## src/rtl/input_cond_pkg.sv

```systemverilog
// input_cond_pkg: shared FSM state encoding and default debounce length
// for the step input conditioner.
package input_cond_pkg;
    typedef enum logic [1:0] {
        IDLE         = 2'b00,
        PRESS_WAIT   = 2'b01,
        HELD         = 2'b10,
        RELEASE_WAIT = 2'b11
    } state_t;
    localparam int DEBOUNCE_CYCLES_DEFAULT = 500000;
endpackage

```

## src/rtl/step_input_conditioner_if.sv

```systemverilog
// step_input_conditioner_if: key/switch inputs and conditioned outputs.
//   key_n, w_raw      raw asynchronous pushbutton (0 = pressed) and switch bit
//   step              one-cycle pulse per accepted press
//   w_out             switch bit captured at the step
//   key_level         debounced key state, 1 = pressed
//   press_count       accepted presses, wraps at 256
interface step_input_conditioner_if;
    logic       key_n;
    logic       w_raw;
    logic       step;
    logic       w_out;
    logic       key_level;
    logic [7:0] press_count;
    modport master (output key_n, w_raw, input step, w_out, key_level, press_count);
    modport slave  (input key_n, w_raw, output step, w_out, key_level, press_count);
endinterface

```

## src/rtl/sync2.sv

```systemverilog
// sync2: two-flop synchroniser with a configurable reset value.
//   clock, reset_n    system clock, asynchronous active-low reset
//   d                 asynchronous input
//   q                 synchronised output
module sync2 #(
    parameter logic RST_VAL = 1'b0
) (
    input  logic clock,
    input  logic reset_n,
    input  logic d,
    output logic q
);
    logic meta;
    always_ff @(posedge clock or negedge reset_n) begin
        if (!reset_n) begin
            meta <= RST_VAL;
            q    <= RST_VAL;
        end else begin
            meta <= d;
            q    <= meta;
        end
    end
endmodule

```

## src/rtl/step_input_conditioner.sv

```systemverilog
// step_input_conditioner: debounces a raw active-low key into a one-cycle step
// pulse and captures the synchronised switch bit on that step.
//   clock, reset_n    system clock, asynchronous active-low reset
//   bus               slave side: key_n/w_raw in; step/w_out/key_level/press_count out
module step_input_conditioner
    import input_cond_pkg::*;
#(
    parameter int DEBOUNCE_CYCLES = DEBOUNCE_CYCLES_DEFAULT,
    parameter int CNT_W           = 20
) (
    input  logic                       clock,
    input  logic                       reset_n,
    step_input_conditioner_if.slave    bus
);
    logic             key_s, w_s;
    state_t           state_q, state_d;
    logic [CNT_W-1:0] cnt_q, cnt_d;
    logic             fire, at_end;
    logic             step_q, w_q;
    logic [7:0]       count_q;

    sync2 #(.RST_VAL(1'b1)) u_key_sync (.clock(clock), .reset_n(reset_n), .d(bus.key_n), .q(key_s));
    sync2 #(.RST_VAL(1'b0)) u_w_sync   (.clock(clock), .reset_n(reset_n), .d(bus.w_raw), .q(w_s));

    assign at_end = (cnt_q == CNT_W'(DEBOUNCE_CYCLES - 1));

    always_comb begin
        state_d = state_q;
        cnt_d   = cnt_q;
        fire    = 1'b0;
        case (state_q)
            IDLE: begin
                if (!key_s) begin
                    state_d = PRESS_WAIT;
                    cnt_d   = '0;
                end
            end
            PRESS_WAIT: begin
                if (key_s) begin
                    state_d = IDLE;
                end else if (at_end) begin
                    state_d = HELD;
                    fire    = 1'b1;
                end else begin
                    cnt_d = cnt_q + 1'b1;
                end
            end
            HELD: begin
                if (key_s) begin
                    state_d = RELEASE_WAIT;
                    cnt_d   = '0;
                end
            end
            RELEASE_WAIT: begin
                if (!key_s) begin
                    state_d = HELD;
                end else if (at_end) begin
                    state_d = IDLE;
                end else begin
                    cnt_d = cnt_q + 1'b1;
                end
            end
            default: state_d = IDLE;
        endcase
    end

    always_ff @(posedge clock or negedge reset_n) begin
        if (!reset_n) begin
            state_q <= IDLE;
            cnt_q   <= '0;
            step_q  <= 1'b0;
            w_q     <= 1'b0;
            count_q <= '0;
        end else begin
            state_q <= state_d;
            cnt_q   <= cnt_d;
            step_q  <= fire;
            if (fire) begin
                w_q     <= w_s;
                count_q <= count_q + 8'd1;
            end
        end
    end

    assign bus.step        = step_q;
    assign bus.w_out       = w_q;
    assign bus.key_level   = state_q[1];
    assign bus.press_count = count_q;
endmodule

```

## src/flat_wrapper.sv

```systemverilog
// flat-port wrapper written by rule: the top's interface ports become plain ports
module step_input_conditioner_flat import input_cond_pkg::*;
#(
    parameter int DEBOUNCE_CYCLES = DEBOUNCE_CYCLES_DEFAULT,
    parameter int CNT_W           = 20
)
  (clock, reset_n, bus_key_n, bus_w_raw, bus_step, bus_w_out, bus_key_level, bus_press_count);
  step_input_conditioner_if bus_i ();
  input  logic clock;
  input  logic reset_n;
  input wire logic [$bits(bus_i.key_n)-1:0] bus_key_n;
  input wire logic [$bits(bus_i.w_raw)-1:0] bus_w_raw;
  output wire logic [$bits(bus_i.step)-1:0] bus_step;
  output wire logic [$bits(bus_i.w_out)-1:0] bus_w_out;
  output wire logic [$bits(bus_i.key_level)-1:0] bus_key_level;
  output wire logic [$bits(bus_i.press_count)-1:0] bus_press_count;
  assign bus_i.key_n = bus_key_n;
  assign bus_i.w_raw = bus_w_raw;
  assign bus_step = bus_i.step;
  assign bus_w_out = bus_i.w_out;
  assign bus_key_level = bus_i.key_level;
  assign bus_press_count = bus_i.press_count;
  step_input_conditioner #(.DEBOUNCE_CYCLES(DEBOUNCE_CYCLES), .CNT_W(CNT_W)) u_core (.clock(clock), .reset_n(reset_n), .bus(bus_i));
endmodule
```

## config.mk

```make
export PLATFORM = sky130hd
export DESIGN_NAME = step_input_conditioner_flat
export DESIGN_NICKNAME = d
export VERILOG_FILES = /design/src/rtl/input_cond_pkg.sv /design/src/rtl/step_input_conditioner_if.sv /design/src/rtl/sync2.sv /design/src/rtl/step_input_conditioner.sv /design/src/flat_wrapper.sv
export SDC_FILE = /design/constraint.sdc
export NUM_CORES = 1
export LEC_CHECK = 0
export CORE_MARGIN = 10
export CORE_UTILIZATION = 35
export CTS_CLUSTER_SIZE = 28
export DETAILED_ROUTE_END_ITERATION = 8
export GPL_TIMING_DRIVEN = 0
export SLEW_MARGIN = 15
export SYNTH_ARGS = -nofsm -noshare
export SYNTH_HDL_FRONTEND = slang
export SYNTH_SLANG_ARGS = --single-unit
```

## constraint.sdc

```tcl
create_clock -name clock -period 2.6 [get_ports clock]
set_input_delay 0.78 -clock clock [delete_from_list [all_inputs] [get_ports clock]]
set_output_delay 0.78 -clock clock [all_outputs]
set_load 0.02 [all_outputs]
```

* Word level (Yosys, flattened, before mapping)
Cells that the tools add are included. Widths: inputs -> output; s select.
Cells by class: $add $sub $neg 2, muxes and demuxes 16, eq/ne operators 10, reductions and logical operators 3
Operator list (count):
- $mux 20 | 5
- $pmux 20 s4 | 1
- $add 20x1->20 const B | 1
- $eq 20x19->1 const B | 1
- $mux 2 | 6
- $add 8x1->8 const B | 1
- $ne 2x2->1 const B | 4
- $pmux 2 s4 | 1
- $reduce_and 4->1 | 2
- $ne 3x2->1 const B | 2
- $eq 2x2->1 const B | 2
- $mux 1 | 3
- $eq 2x1->1 const B | 1
- $logic_not 2->1 | 1
Storage, ports and cells: input bits 4, logic and storage cells 40, output and inout bits 11, bits in registers 36

* Logic depth before layout (Yosys ltp)
Gate-level depths: netlist of run 1.
depth in word-level cells 4, depth in mapped cells 7

* By module
A second synthesis of run 1 with hierarchy kept.
Second synthesis, totals: cell total of the unflattened synthesis 188, area total of the unflattened synthesis 1839.3 sq um
Modules (own cells, without submodules):
- step_input_conditioner | seq. area each 800.8 sq um, cells each 184, area each 1736.7 sq um, times used 1
- sync2 (u_core.u_key_sync) | seq. area each 52.6 sq um, cells each 2, area each 52.6 sq um, times used 1
- sync2 (u_core.u_w_sync) | seq. area each 50.0 sq um, cells each 2, area each 50.0 sq um, times used 1

* Worst setup path after synthesis of run 1
Ideal clock, no wire load.
path type flip-flop to flip-flop, start register u_core.cnt_q[0], end register u_core.cnt_q[5], stages on the path, launching flop included 8, slack 0.733 ns, buffers on the path 1, setup time 0.124 ns, clock period less this slack 1.867 ns, arrival time 1.743 ns, cell sequence dfrtp_1 > ha_1 > and4_1 > clkbuf_2 > nand3_1 > nor2_2 > o311a_1 > a211o_1
Between the ends: word-level cells in the longest chain between the ends 4, elaborated cells between the ends (all ways) 6, classes of those cells add/sub: 1; eq/ne: 1; mux: 4
RTL lines:
- from (decl) | line step_input_conditioner.sv:17 | logic [CNT_W-1:0] cnt_q, cnt_d;
- from (signal assigned) | line step_input_conditioner.sv:76 | cnt_q <= cnt_d;
- $add 20x1->20 / $eq 20x19->1 (equally long branches) | line step_input_conditioner.sv:45, step_input_conditioner.sv:60, step_input_conditioner.sv:25
- $mux 20 * | line step_input_conditioner.sv:41, step_input_conditioner.sv:57
- $mux 20, on equally long branches | line step_input_conditioner.sv:55, step_input_conditioner.sv:39
- $pmux 20 s4 * | line step_input_conditioner.sv:31 | case (state_q)
Every way passes the cells marked *; elsewhere a longest branch is shown, timed or not. The select of a mux whose other input is x is not followed. A chain may end at the register's enable or synchronous reset.

* Worst setup path after layout of run 1
start register u_core.count_q[3], in the netlist u_core.bus.press_count[3], end output bus_press_count[3]
RTL lines:
- from (decl) | line step_input_conditioner.sv:20 | logic [7:0] count_q;
- from (signal assigned) | line step_input_conditioner.sv:80 | count_q <= count_q + 8'd1;
- to (decl) | line flat_wrapper.sv:16 | output wire logic [$bits(bus_i.press_count)-1:0] bus_press_count;
No word-level cell between the ends.

==> results.yml, run 1 <==
setup_path:
  reg2reg_setup_slack_ps: 470
  critical-path-top-delay-family: "buffers and inverters"
  critPathBufInv: 1
  cp-end-kind: "output pin"
  cpPeakStageDelay_ps: 640
  worstReg2RegStart: "u_core.cnt_q[0]$_DFFE_PN0P_"
  crit_type: "register to output pin"
  crit_path_top_delay_cell: "clkdlybuf4s50_1"
  worst_path_depth: 1
  r2r-end: "u_core.bus.press_count[1]$_DFFE_PN0P_"
  worst-path-max-fanout: 6
  setup.worst_path.start_class: "register"
  timing.critical_path.to: "bus_press_count[3]"
  worstPathRequired_ps: 1820
  critical_path_arrival_ps: 1370
  r2r.worst_path.cells: 6
  cp-startpoint: "u_core.bus.press_count[3]$_DFFE_PN0P_"
  cp_cell_sequence: "clkdlybuf4s50_1"
logic_synthesis:
  seq_total_area_yosys: 0.519
  post_synthesis_share_of_cell_area_spent_on_and_or_nand_and_nor_gates: 0.239
  synth_top_family_by_area: "simple AND/OR/NAND/NOR gates"
  warnings_synthesis: 0
  multiplexer_share_of_the_synthesized_area: 0.0129
  synth_top_area_cell: "dfrtp_1"
  synth_top_cell_area_share: 0.489
  synth_cell_type_count: 38
  post_synth_main_area_contributors: "dfrtp_1 49%, nand3_1 4.6%, xnor2_1 4.0%"
  postSynthRegisterBits: 36
  number_of_enable_flip_flop_cells_after_synthesis: 0
  syn_area_um2: 1740
  synth-adder-area-share: 0.0144
  synth_compound_area_frac: 0.120
  synth-main-ff-cell: "dfrtp_1"
  syn-num-nets: 174
  synth_area_per_cell_um2: 10.4
  synth-xor-area-share: 0.0705
  synth-async-reset-ratio: 1.00
  syn_inst_count: 168
sta:
  finalCritPeriodShare: 0.827
  rsz0062_at_grt: "no"
  worst_pin_slew_ps: 782
  totalNegativeSetupSlack_ps: 0
  finalWorstPathRequiredPeriod_ps: 2150
  max_freq_ghz: 0.465
  drv_slew: 0
  final-setup-viol-count: 0
  hold_violations: 0
  fin_worst_skew_ps: 8.34
  hold_ws_ps: 352
  timing.max_slew.rel_slack: 0.475
  layout_setup_ws_ps: 450
grt:
  maximum_number_of_pins_on_one_net_before_global_route_repair: 21
  gr-usage-met1: 0.114
  antenna_found_initial: 0
  grt_use_total: 0.0910
  grt_overflow: 0
  grt_first_pass_wirelength_mm: 6.22
  grt.met2_usage: 0.139
  first_global_vias: 1284
  globalRouteMet3Util: 0.0291
  global_route.peak_usage_layer: "met2"
drt:
  wl_per_cell_um: 13.5
  detail_route.wirelength_mm: 3.49
  vias_post_dr: 1323
  vias_per_cell: 5.13
  drcViolationCount: 0
  drt_iter0_drc: 59
  count_of_antenna_violating_nets_left_after_detailed_routing: 0
  first_pass_iters: 4
floorplan:
  io-pin-count: 15
  dieHeight_um: 90.5
  rows: 25
  initial_cell_density_of_the_core: 0.364
  core_region_area_um2: 4790
  width_of_the_die_um: 90.5
  die_area_um2: 8190
final_layout:
  final_net_count: 196
  layout.cells.most_common_list: "34 x dfrtp_1, 16 x nand3_1, 15 x nand2_1"
  finish.cell_count_without_fillers: 258
  layout.cells.most_common: "dfrtp_1"
  final_cell_area_um2: 2070
  diodes: 0
  drive_above_1_share: 0.110
  area_delta_synth_final_pct: 19.2
cts:
  cts.clk_slew.worst_paths_ps: 80
  tritoncts: "done"
  clock_tree.htree_level_count: 2
  number_of_clock_buffers_inserted_by_tritoncts: 5
  root_buffer_cell: "clkbuf_8"
  ctsResizeCount: 0
  insertion_delay_ps: 290
  cts_hold_repair.buffers: 0
  clock-sinks: 36
  cts_setup_buffers: 0
  clk_path_buf_depth: 2
placed_design:
  place.port_buffers: 14
  place_ws_ps: 461
  placed_cells_incl_taps: 250
  final_estimated_routing_congestion_in_global_placement: 0.815
  postPlaceCellArea_um2: 1990
  dpl.hpwl_mm: 2.56
worst_hold_path:
  hold_class: "register to register"
power_and_ir_drop:
  peakVddDrop_v: 0.000424
  p_per_area_nw_per_um2: 497
  leakage_uw: 0.000888
flow_run:
  max_cap_violations: 0
run_status:
  run_status: "finished, final reports clean"
==> where the power goes <==
part | switching (uW) | internal [uW]
sequential | 10.5 | 572
clock | 209 | 187
combinational | 34.8 | 18.4
total | 255 | 777
==> registers in the layout, summed over array words and instances (netlist names), named ones only <==
signal / flops
u_core.u_key_sync.meta: 1
u_core.state_q: 1
u_core.bus.w_out: 1
u_core.u_w_sync.q: 1
u_core.bus.press_count: 8
u_core.cnt_q: 20
u_core.u_key_sync.q: 1
u_core.bus.step: 1
u_core.u_w_sync.meta: 1
==> per-layer routing <==
metal,up-vias,part of all wire
li1,670,-
met1,623,0.49
met2,23,0.45
met3,7,0.043
met4,0,0.016
met5,-,0
==> how the worst min path moves through the flow <==
stage                                              start                           to  slack [ps]  depth (start not counted)
after floorplan           u_core.u_w_sync.meta$_DFF_PN0_  u_core.u_w_sync.q$_DFF_PN0_         330                          0
after global routing      u_core.u_w_sync.meta$_DFF_PN0_  u_core.u_w_sync.q$_DFF_PN0_         360                          0
after global placement    u_core.u_w_sync.meta$_DFF_PN0_  u_core.u_w_sync.q$_DFF_PN0_         330                          0
after CTS                 u_core.u_w_sync.meta$_DFF_PN0_  u_core.u_w_sync.q$_DFF_PN0_         360                          0
final                     u_core.u_w_sync.meta$_DFF_PN0_  u_core.u_w_sync.q$_DFF_PN0_         350                          0
after detailed placement  u_core.u_w_sync.meta$_DFF_PN0_  u_core.u_w_sync.q$_DFF_PN0_         340                          0
==> cell usage after synthesis, types with 2 or more instances <==
cell       n
a21oi_1    6
a31oi_1    2
and3_1     6
and4_1     3
and4_2     2
clkbuf_1   3
dfrtp_1   34
dfstp_2    2
ha_1       2
inv_1      4
mux2_2     2
nand2_1   15
nand3_1   16
nand4_1    5
nor2_1     9
nor3_1     3
nor4b_1    2
o211ai_1   4
o21ai_0   11
o31ai_1    4
or3_1      3
or4_1      2
xnor2_1    8
xor2_1     6
==> through the flow <==
step	total power, uW	util
after global placement	643	0.410
final	1030	0.433
after CTS	1050	0.433
after floorplan	617	-
after detailed placement	648	0.415
after global routing	1080	0.433
==> cell families after synthesis <==
family	Yosys count
and+or+nand+nor	72
buffers and inverters	9
DFF	36
xor gates and xnor gates	14
muxes	2
AOI/OAI and AO/OA	33
adders and majority gates	2
==> area by class of cell <==
type / count / area (um2)
clock buffers: 5 / 68.8
well taps: 67 / 83.8
fillers: 453 / 2710
plain buffers: 5 / 27.5
repair buffers: 15 / 163
clock inverters: 3 / 18.8
flip-flops and latches: 36 / 903
multi-input cells: 123 / 795
inverters: 4 / 15.0
Power figures use the tool's default switching activity.
==> run 2: changes to the inputs <==
==> constraint.sdc (replaced) <==
create_clock -name clock -period 2.2 [get_ports clock]
set_input_delay 0.66 -clock clock [delete_from_list [all_inputs] [get_ports clock]]
set_output_delay 0.66 -clock clock [all_outputs]
set_load 0.02 [all_outputs]
==> results.yml, run 2 (synthesis results as in run 1) <==
run_status:
  run_status: "finished, final reports clean"
grt:
  antenna_found_initial: 0
  first_global_vias: 1284
  grt_overflow: 0
  grt_first_pass_wirelength_mm: 6.22
  maximum_number_of_pins_on_one_net_before_global_route_repair: 21
  grt_use_total: 0.0910
setup_path:
  crit_type: "register to output pin"
  critPathBufInv: 1
  crit_path_top_delay_cell: "clkdlybuf4s50_1"
  worst-path-max-fanout: 5
  worstPathRequired_ps: 1540
  cp_cell_sequence: "clkdlybuf4s50_1"
  setup.worst_path.start_class: "register"
  cpPeakStageDelay_ps: 650
  critical_path_arrival_ps: 1390
  worstReg2RegStart: "u_core.cnt_q[0]$_DFFE_PN0P_"
  critical-path-top-delay-family: "buffers and inverters"
  cp-end-kind: "output pin"
floorplan:
  width_of_the_die_um: 90.5
  io-pin-count: 15
  core_region_area_um2: 4790
  die_area_um2: 8190
  dieHeight_um: 90.5
  initial_cell_density_of_the_core: 0.364
  rows: 25
sta:
  fin_worst_skew_ps: 6.80
  finalWorstPathRequiredPeriod_ps: 2050
  max_freq_ghz: 0.489
  hold_ws_ps: 288
  finalCritPeriodShare: 0.930
  layout_setup_ws_ps: 153
  hold_violations: 0
  totalNegativeSetupSlack_ps: 0
  drv_slew: 0
  worst_pin_slew_ps: 534
  timing.max_slew.rel_slack: 0.643
  final-setup-viol-count: 0
  rsz0062_at_grt: "no"
power_and_ir_drop:
  p_per_area_nw_per_um2: 577
  leakage_uw: 0.000909
  peakVddDrop_v: 0.000498
  finalPower_uw: 1220
cts:
  number_of_clock_buffers_inserted_by_tritoncts: 5
  root_buffer_cell: "clkbuf_8"
  insertion_delay_ps: 290
  tritoncts: "done"
  clk_path_buf_depth: 2
  cts_hold_repair.buffers: 0
  clock_tree.htree_level_count: 2
  clock-sinks: 36
  cts.clk_slew.worst_paths_ps: 80
final_layout:
  layout.cells.most_common_list: "34 x dfrtp_1, 15 x nand3_1, 15 x nand2_1"
  finalCoreUtilization: 0.442
  layout.cells.most_common: "dfrtp_1"
  registers.top_by_ff_count: "u_core.cnt_q"
  nFillCells: 448
  final_net_count: 199
  diodes: 0
  area_delta_synth_final_pct: 21.5
  largest_reg_flops: 20
  drive_above_1_share: 0.139
drt:
  count_of_antenna_violating_nets_left_after_detailed_routing: 0
  detail_route.wirelength_mm: 3.53
  drcViolationCount: 0
  first_pass_iters: 4
  vias_post_dr: 1340
  drt_iter0_drc: 83
  vias_per_cell: 5.13
  wl_per_cell_um: 13.5
flow_run:
  max_cap_violations: 0
placed_design:
  dpl.hpwl_mm: 2.56
  place.port_buffers: 14
  final_estimated_routing_congestion_in_global_placement: 0.815
  place_ws_ps: 61.4
worst_hold_path:
  hold_class: "primary input to async pin"
-- run 2: changes by cell type in the layout (fill, tap and decap cells not counted) --
cell and delta:
nor3_1 -1, buf_4 +3, xnor2_2 +1, xnor2_1 -1, nand3_1 -1, nand3_2 +1, nor3_2 +1
-- run 2: where the power goes --
group | switching, uW | total (uW) | internal (uW) | leakage, uW
Clock | 247 | 467 | 220 | 0.0000479
Sequential | 12.9 | 688 | 676 | 0.000487
Combinational | 41.4 | 63.8 | 22.4 | 0.000374
-- run 2: metrics by stage --
| stage | area, um2 | instances |
|---|---|---|
| floorplan | 1740 | 168 |
| global placement | 1960 | 249 |
| detailed placement | 1990 | 250 |
| CTS | 2070 | 258 |
| global route | 2110 | 261 |
| finish | 2110 | 261 |
-- run 2: layout make-up --
cell class / count / area, um2 / share of cell area
sequential: 36 / 903 / 0.427
multi-input combinational: 123 / 812 / 0.384
timing repair buffer: 18 / 185 / 0.0876
tap: 67 / 83.8 / 0.0396
clock buffer: 5 / 68.8 / 0.0325
buffer: 5 / 27.5 / 0.0130
clock inverter: 3 / 18.8 / 0.00888
inverter: 4 / 15.0 / 0.00710
-- run 2: what timing repair did --
item / 4_1_cts / 5_1_grt
setup endpoints to repair: 0 / 13
gates resized for setup: 0 / 3
setup buffers: 0 / 3
-- run 2: per-layer routing --
| layer | track usage | up-vias | part of all wire |
|---|---|---|---|
| met1 | 0.114 | 640 | 0.51 |
| met3 | 0.0291 | 8 | 0.035 |
| met2 | 0.139 | 17 | 0.44 |
| met5 | 0 | - | 0 |
| li1 | - | 675 | - |
| met4 | 0.0411 | 0 | 0.016 |
-- run 2: worst register-to-register path: stages, from the launching register on --
cell and delay [ps]:
dfrtp_1 430, ha_1 260, and4_1 210, clkbuf_2 170
nand3_2 130, nor2_2 100, o311a_1 360, a211o_1 270
-- run 2: final timing paths --
kind	end	slack, ps	cells after the start
worst max-delay path	bus_key_level	150	1
worst min-delay path	u_core.cnt_q[5]$_DFFE_PN0P_	290	1
worst max register to register	u_core.cnt_q[5]$_DFFE_PN0P_	160	7
worst min register to register	u_core.u_w_sync.q$_DFF_PN0_	350	0
max in group asynchronous	u_core.bus.step$_DFF_PN0_	1480	2
min in group clock	u_core.u_w_sync.q$_DFF_PN0_	350	0
==> variant 1 (flow settings as in run 1) <==
`RST_VAL` is set to 1'b0 in 2 places; all go to 1'b1.
--- a/src/rtl/sync2.sv
+++ b/src/rtl/sync2.sv
@@ -5,3 +5,3 @@
 module sync2 #(
-    parameter logic RST_VAL = 1'b0
+    parameter logic RST_VAL = 1'b1
 ) (
--- a/src/rtl/step_input_conditioner.sv
+++ b/src/rtl/step_input_conditioner.sv
@@ -22,3 +22,3 @@
     sync2 #(.RST_VAL(1'b1)) u_key_sync (.clock(clock), .reset_n(reset_n), .d(bus.key_n), .q(key_s));
-    sync2 #(.RST_VAL(1'b0)) u_w_sync   (.clock(clock), .reset_n(reset_n), .d(bus.w_raw), .q(w_s));
+    sync2 #(.RST_VAL(1'b1)) u_w_sync   (.clock(clock), .reset_n(reset_n), .d(bus.w_raw), .q(w_s));
 
Formal check against the unedited RTL: no difference found for any inputs over 10 cycles, from zero or initial values and one cycle with reset_n low; that may be too few to reach the edited logic, so the function may still have changed.
==> variant 1 against run 1 <==
- core utilization up 0.18 points
- via count up 5.5%
- design area up 0.42%
- power up 1.5%
- area after synthesis up 0.14%
- sequential cell count unchanged
- worst setup slack better by 0.0051 ns
- wire length up 8.5%
- critical path type unchanged
- critical endpoint is now bus_key_level
==> variant 1: results (changes against run 1) <==
----------------------------------------------------
[Place]
  Post-Place Cell Area ... 0.00199 sq mm (about the same)
  Post-Place Setup Slack ... 0.483 ns (was 0.461 ns)
  Global placer's final weighted congestion ... 0.792 (was 0.815)

[Setup path]
  Longest individual stage delay on the worst path ... 0.66 ns (was 0.64 ns)
  Crit path to ... bus_key_level (was bus_press_count[3])
  Crit-path max FO ... 5 (was 6)
  Reg2Reg Capture Point ... u_core.bus.w_out$_DFFE_PN0P_ (was u_core.bus.press_count[1]$_DFFE_PN0P_)

[Synthesis]
  Most common library cells after synthesis ... 32 x dfrtp_1, 16 x nand3_1, 15 x nand2_1 (was 34 x dfrtp_1, 16 x nand3_1, 15 x nand2_1)
  Cells taking the most area after synthesis ... dfrtp_1 46%, dfstp_2 6.0%, nand3_1 4.6%, xnor2_1 4.0%, nand2_1 3.2% (was dfrtp_1 49%, nand3_1 4.6%, xnor2_1 4.0%, nand2_1 3.2%, o21ai_0 3.2%)
  Proportion of synthesized chip area in sequential cells ... 0.520 (was 0.519)
  Avg Synthesized Cell Area ... 10.4 sq um (about the same)

[Drt]
  Routed wl met2 ... 1920 um (was 1560 um)
  Length of routed wiring on met1 ... 1700 um (was 1720 um)
  Met3 wire len ... 108 um (was 151 um)
  Routed wire length per instance ... 14.7 um (was 13.5 um)
  Number of vias in the routed layout ... 1396 (was 1323)

[Clocking]
  CTS clk-pin slew, worst paths ... 0.06 ns (was 0.08 ns)

[GRT]
  Fraction of met2 tracks used by global routing ... 0.167 (was 0.139)
  Total GRT Usage ... 0.0971 (was 0.0910)
  Routing usage on met3 ... 0.0266 (was 0.0291)

[Hold path]
  Endpoint of the worst hold path ... u_core.u_key_sync.q$_DFF_PN1_ (was u_core.u_w_sync.q$_DFF_PN0_)
  Hold path start ... u_core.u_key_sync.meta$_DFF_PN1_ (was u_core.u_w_sync.meta$_DFF_PN0_)

[Timing]
  Final worst path period need ... 2.15 ns (about the same)
  Slew at the pin closest to its max-slew limit ... 0.755 ns (was 0.782 ns)
  Hold Worst Slack ... 0.357 ns (was 0.352 ns)

[Run status]
  Status ... finished, final reports clean (unchanged)

[Final layout]
  Share of layout cells above drive strength 1 ... 0.115 (was 0.110)

----------------------------------------------------
==> variant 1: changes by cell type after synthesis <==
cell            run 1  this run
dfrtp_1            34        32
dfstp_2             2         4
==> variant 1: logic make-up after synthesis <==
kind of cell | count (synthesis) | share of synthesized area
and+or+nand+nor | 72 | 0.238
DFF | 36 | 0.520
AOI/OAI and AO/OA | 33 | 0.120
xor gates and xnor gates | 14 | 0.0704
buffers and inverters | 9 | 0.0244
muxes | 2 | 0.0129
adders and majority gates | 2 | 0.0144
==> variant 1: power by group <==
part           leakage [nW]  internal, W  switching (W)
clock network        0.0445     0.000215       0.000193
registers             0.485     0.000573      0.0000115
logic                 0.353    0.0000185      0.0000357
total                 0.882     0.000807       0.000240
==> variant 1: layout make-up <==
cell class | count | area (sq um)
clock buffer | 7 | 86.3
sequential | 36 | 906
tap | 67 | 83.8
timing repair buffer | 15 | 163
buffer | 5 | 27.5
multi-input combinational | 123 | 795
inverter | 4 | 15.0
fill | 457 | 2700
clock inverter | 1 | 7.51
==> variant 2 (flow settings as in run 1) <==
Made on the original files. Reset style: synchronous (`reset_n`), changed in 2 clocked blocks. Comments in the files are not updated.
--- a/src/rtl/sync2.sv
+++ b/src/rtl/sync2.sv
@@ -13,3 +13,3 @@
     logic meta;
-    always_ff @(posedge clock or negedge reset_n) begin
+    always_ff @(posedge clock) begin
         if (!reset_n) begin
--- a/src/rtl/step_input_conditioner.sv
+++ b/src/rtl/step_input_conditioner.sv
@@ -66,3 +66,3 @@
 
-    always_ff @(posedge clock or negedge reset_n) begin
+    always_ff @(posedge clock) begin
         if (!reset_n) begin
Check against the original RTL: no difference found for any inputs over 10 cycles, from zero or initial values and one cycle with reset_n low; that may be too few to reach the edited logic, so the function may still have changed.
==> variant 2 against run 1 <==
- largest power group unchanged
- synthesized cell count rose by 11%
- clock skew fell by 0.0026 ns
- die area fell by 4.7%
- non-clock buffer count fell by 1
- worst setup slack got worse by 0.27 ns
- power rose by 3.8%
- first-iteration DRC count fell by 19%
- highest routed layer unchanged
- count of clock-buffer cells in the layout did not move
- wire length fell by 5.7%
- critical endpoint is now u_core.cnt_q[15]$_SDFFE_PN0P_
- design area fell by 5.9%
- sequential cell count did not move
- area after synthesis fell by 6.0%
==> variant 2: results (changes against run 1) <==
----------------------------------------------------
[GRT]
  Total GRT Usage ... 0.0907 (was 0.0910)
  Pin count of the biggest net entering global routing ... 13 (was 21)
  Wire length of the first global-routing pass ... 5770 um (was 6220 um)

[Synthesis]
  Synthesized-area fraction occupied by ao, oa, aoi and oai cells ... 0.107 (was 0.120)
  Mux contribution to synthesized area ... 0 (was 0.0129)
  Number of unique standard cell types used by synthesis ... 32 (was 38)
  Synth Flop Type ... dfxtp_1 (was dfrtp_1)
  Net count after synthesis ... 193 (was 174)
  Cells taking the most area after synthesis ... dfxtp_1 44%, xnor2_1 7.0%, nor2_1 4.6%, nand2b_1 4.2%, nand3_1 3.4% (was dfrtp_1 49%, nand3_1 4.6%, xnor2_1 4.0%, nand2_1 3.2%, o21ai_0 3.2%)
  Post-Synth Adder-Cell Area ... 0.0153 (was 0.0144)
  XOR/XNOR share of the synthesized area ... 0.102 (was 0.0705)
  Proportion of synthesized chip area in sequential cells ... 0.440 (was 0.519)
  Most common library cells after synthesis ... 36 x dfxtp_1, 20 x nor2_1, 14 x nand2_1 (was 34 x dfrtp_1, 16 x nand3_1, 15 x nand2_1)
  Post-synth ARST share ... 0 (was 1.00)

[Place]
  Global placer's final weighted congestion ... 0.770 (was 0.815)
  Detailed placement HPWL ... 2490 um (was 2560 um)

[Drt]
  Via-per-instance ratio ... 5.24 (was 5.13)
  Routed wire length per instance ... 12.6 um (was 13.5 um)

[Setup path]
  Worst EP arrival ... 2.58 ns (was 1.37 ns)
  Longest individual stage delay on the worst path ... 0.57 ns (was 0.64 ns)
  Crit-path max FO ... 10 (was 6)
  Worst setup path startpoint ... reset_n (was u_core.bus.press_count[3]$_DFFE_PN0P_)
  Crit Reg-Reg Startpoint ... u_core.cnt_q[5]$_SDFFE_PN0P_ (was u_core.cnt_q[0]$_DFFE_PN0P_)
  Reg2Reg Setup Slack ... 0.25 ns (was 0.47 ns)
  R2r worst-path depth ... 5 (was 6)
  Crit path to ... u_core.cnt_q[15]$_SDFFE_PN0P_ (was bus_press_count[3])

[Timing]
  Headroom to the max-slew limit ... 0.477 (was 0.475)
  Final cycle utilization of the critical path ... 0.930 (was 0.827)
  Worst clock skew ... 0.00575 ns (was 0.00834 ns)

[Hold path]
  Hold path start ... u_core.u_key_sync.meta$_SDFF_PN1_ (was u_core.u_w_sync.meta$_DFF_PN0_)
  Endpoint of the worst hold path ... u_core.u_key_sync.q$_SDFF_PN1_ (was u_core.u_w_sync.q$_DFF_PN0_)
  Hold Path Depth ... 1 (was 0)

[Final layout]
  Register bank with the most flops ... u_core.cnt_q (unchanged)
  Fill cell count ... 478 (was 453)
  Post-layout nets ... 214 (was 196)
  Share of layout cells above drive strength 1 ... 0.0670 (was 0.110)

[Run status]
  Status ... finished, final reports clean (unchanged)

[Power]
  P_leak ... 0.609 nW (was 0.888 nW)

[Clocking]
  CTS clk-pin slew, worst paths ... 0.08 ns (about the same)

----------------------------------------------------
variant 2: per-layer routing:
metal / vias up / GRT usage / share of wire
met1: 642 / 0.114 / 0.50
li1: 712 / - / -
met5: - / 0 / 0
met2: 12 / 0.139 / 0.46
met3: 2 / 0.0230 / 0.024
met4: 0 / 0.0485 / 0.012
variant 2: power by group through the flow:
stage	logic (W)	clock network [W]	registers [W]
floorplan	0.0000161	0	0.000569
CTS	0.0000279	0.000502	0.000556
detailed placement	0.0000278	0	0.000569
global route	0.0000313	0.000524	0.000556
finish	0.0000272	0.000488	0.000556
global placement	0.0000282	0	0.000569
variant 2: layout make-up:
cell class                      instances  area, sq um  area share
Buffer                                  5         26.3      0.0135
Tap cell                               52         65.1      0.0333
Clock buffer                            5         68.8      0.0352
Clock inverter                          3         42.5      0.0218
Inverter                                4         15.0     0.00769
Timing Repair Buffer                   14          140      0.0717
Multi-Input combinational cell        142          875       0.448
Sequential cell                        36          721       0.369
variant 2: stage by stage:
step | util | hold slack, ns | cells | instance area [sq um] | setup TNS (ns)
6_report | 0.439 | 0.414 | 261 | 1950 | 0
4_1_cts | 0.439 | 0.416 | 261 | 1950 | 0
3_3_place_gp | 0.414 | 0.388 | 253 | 1840 | -2.04
3_5_place_dp | 0.414 | 0.396 | 253 | 1840 | -1.57
2_1_floorplan | - | 0.386 | 187 | 1640 | 0
5_1_grt | 0.439 | 0.444 | 261 | 1950 | 0
variant 2: kinds of logic after synthesis:
| logic type | count (synthesis) |
|---|---|
| AND/OR/NAND/NOR | 95 |
| flip-flops | 36 |
| buffers and inverters | 9 |
| XOR/XNOR | 19 |
| AO/OA/AOI/OAI | 26 |
| adder cells (fa/ha/maj) | 2 |
variant 2: timing repair:
action                     in CTS  in global routing
gates resized for setup         0                  1
setup endpoints to repair       0                  2
setup buffers                   0                  0
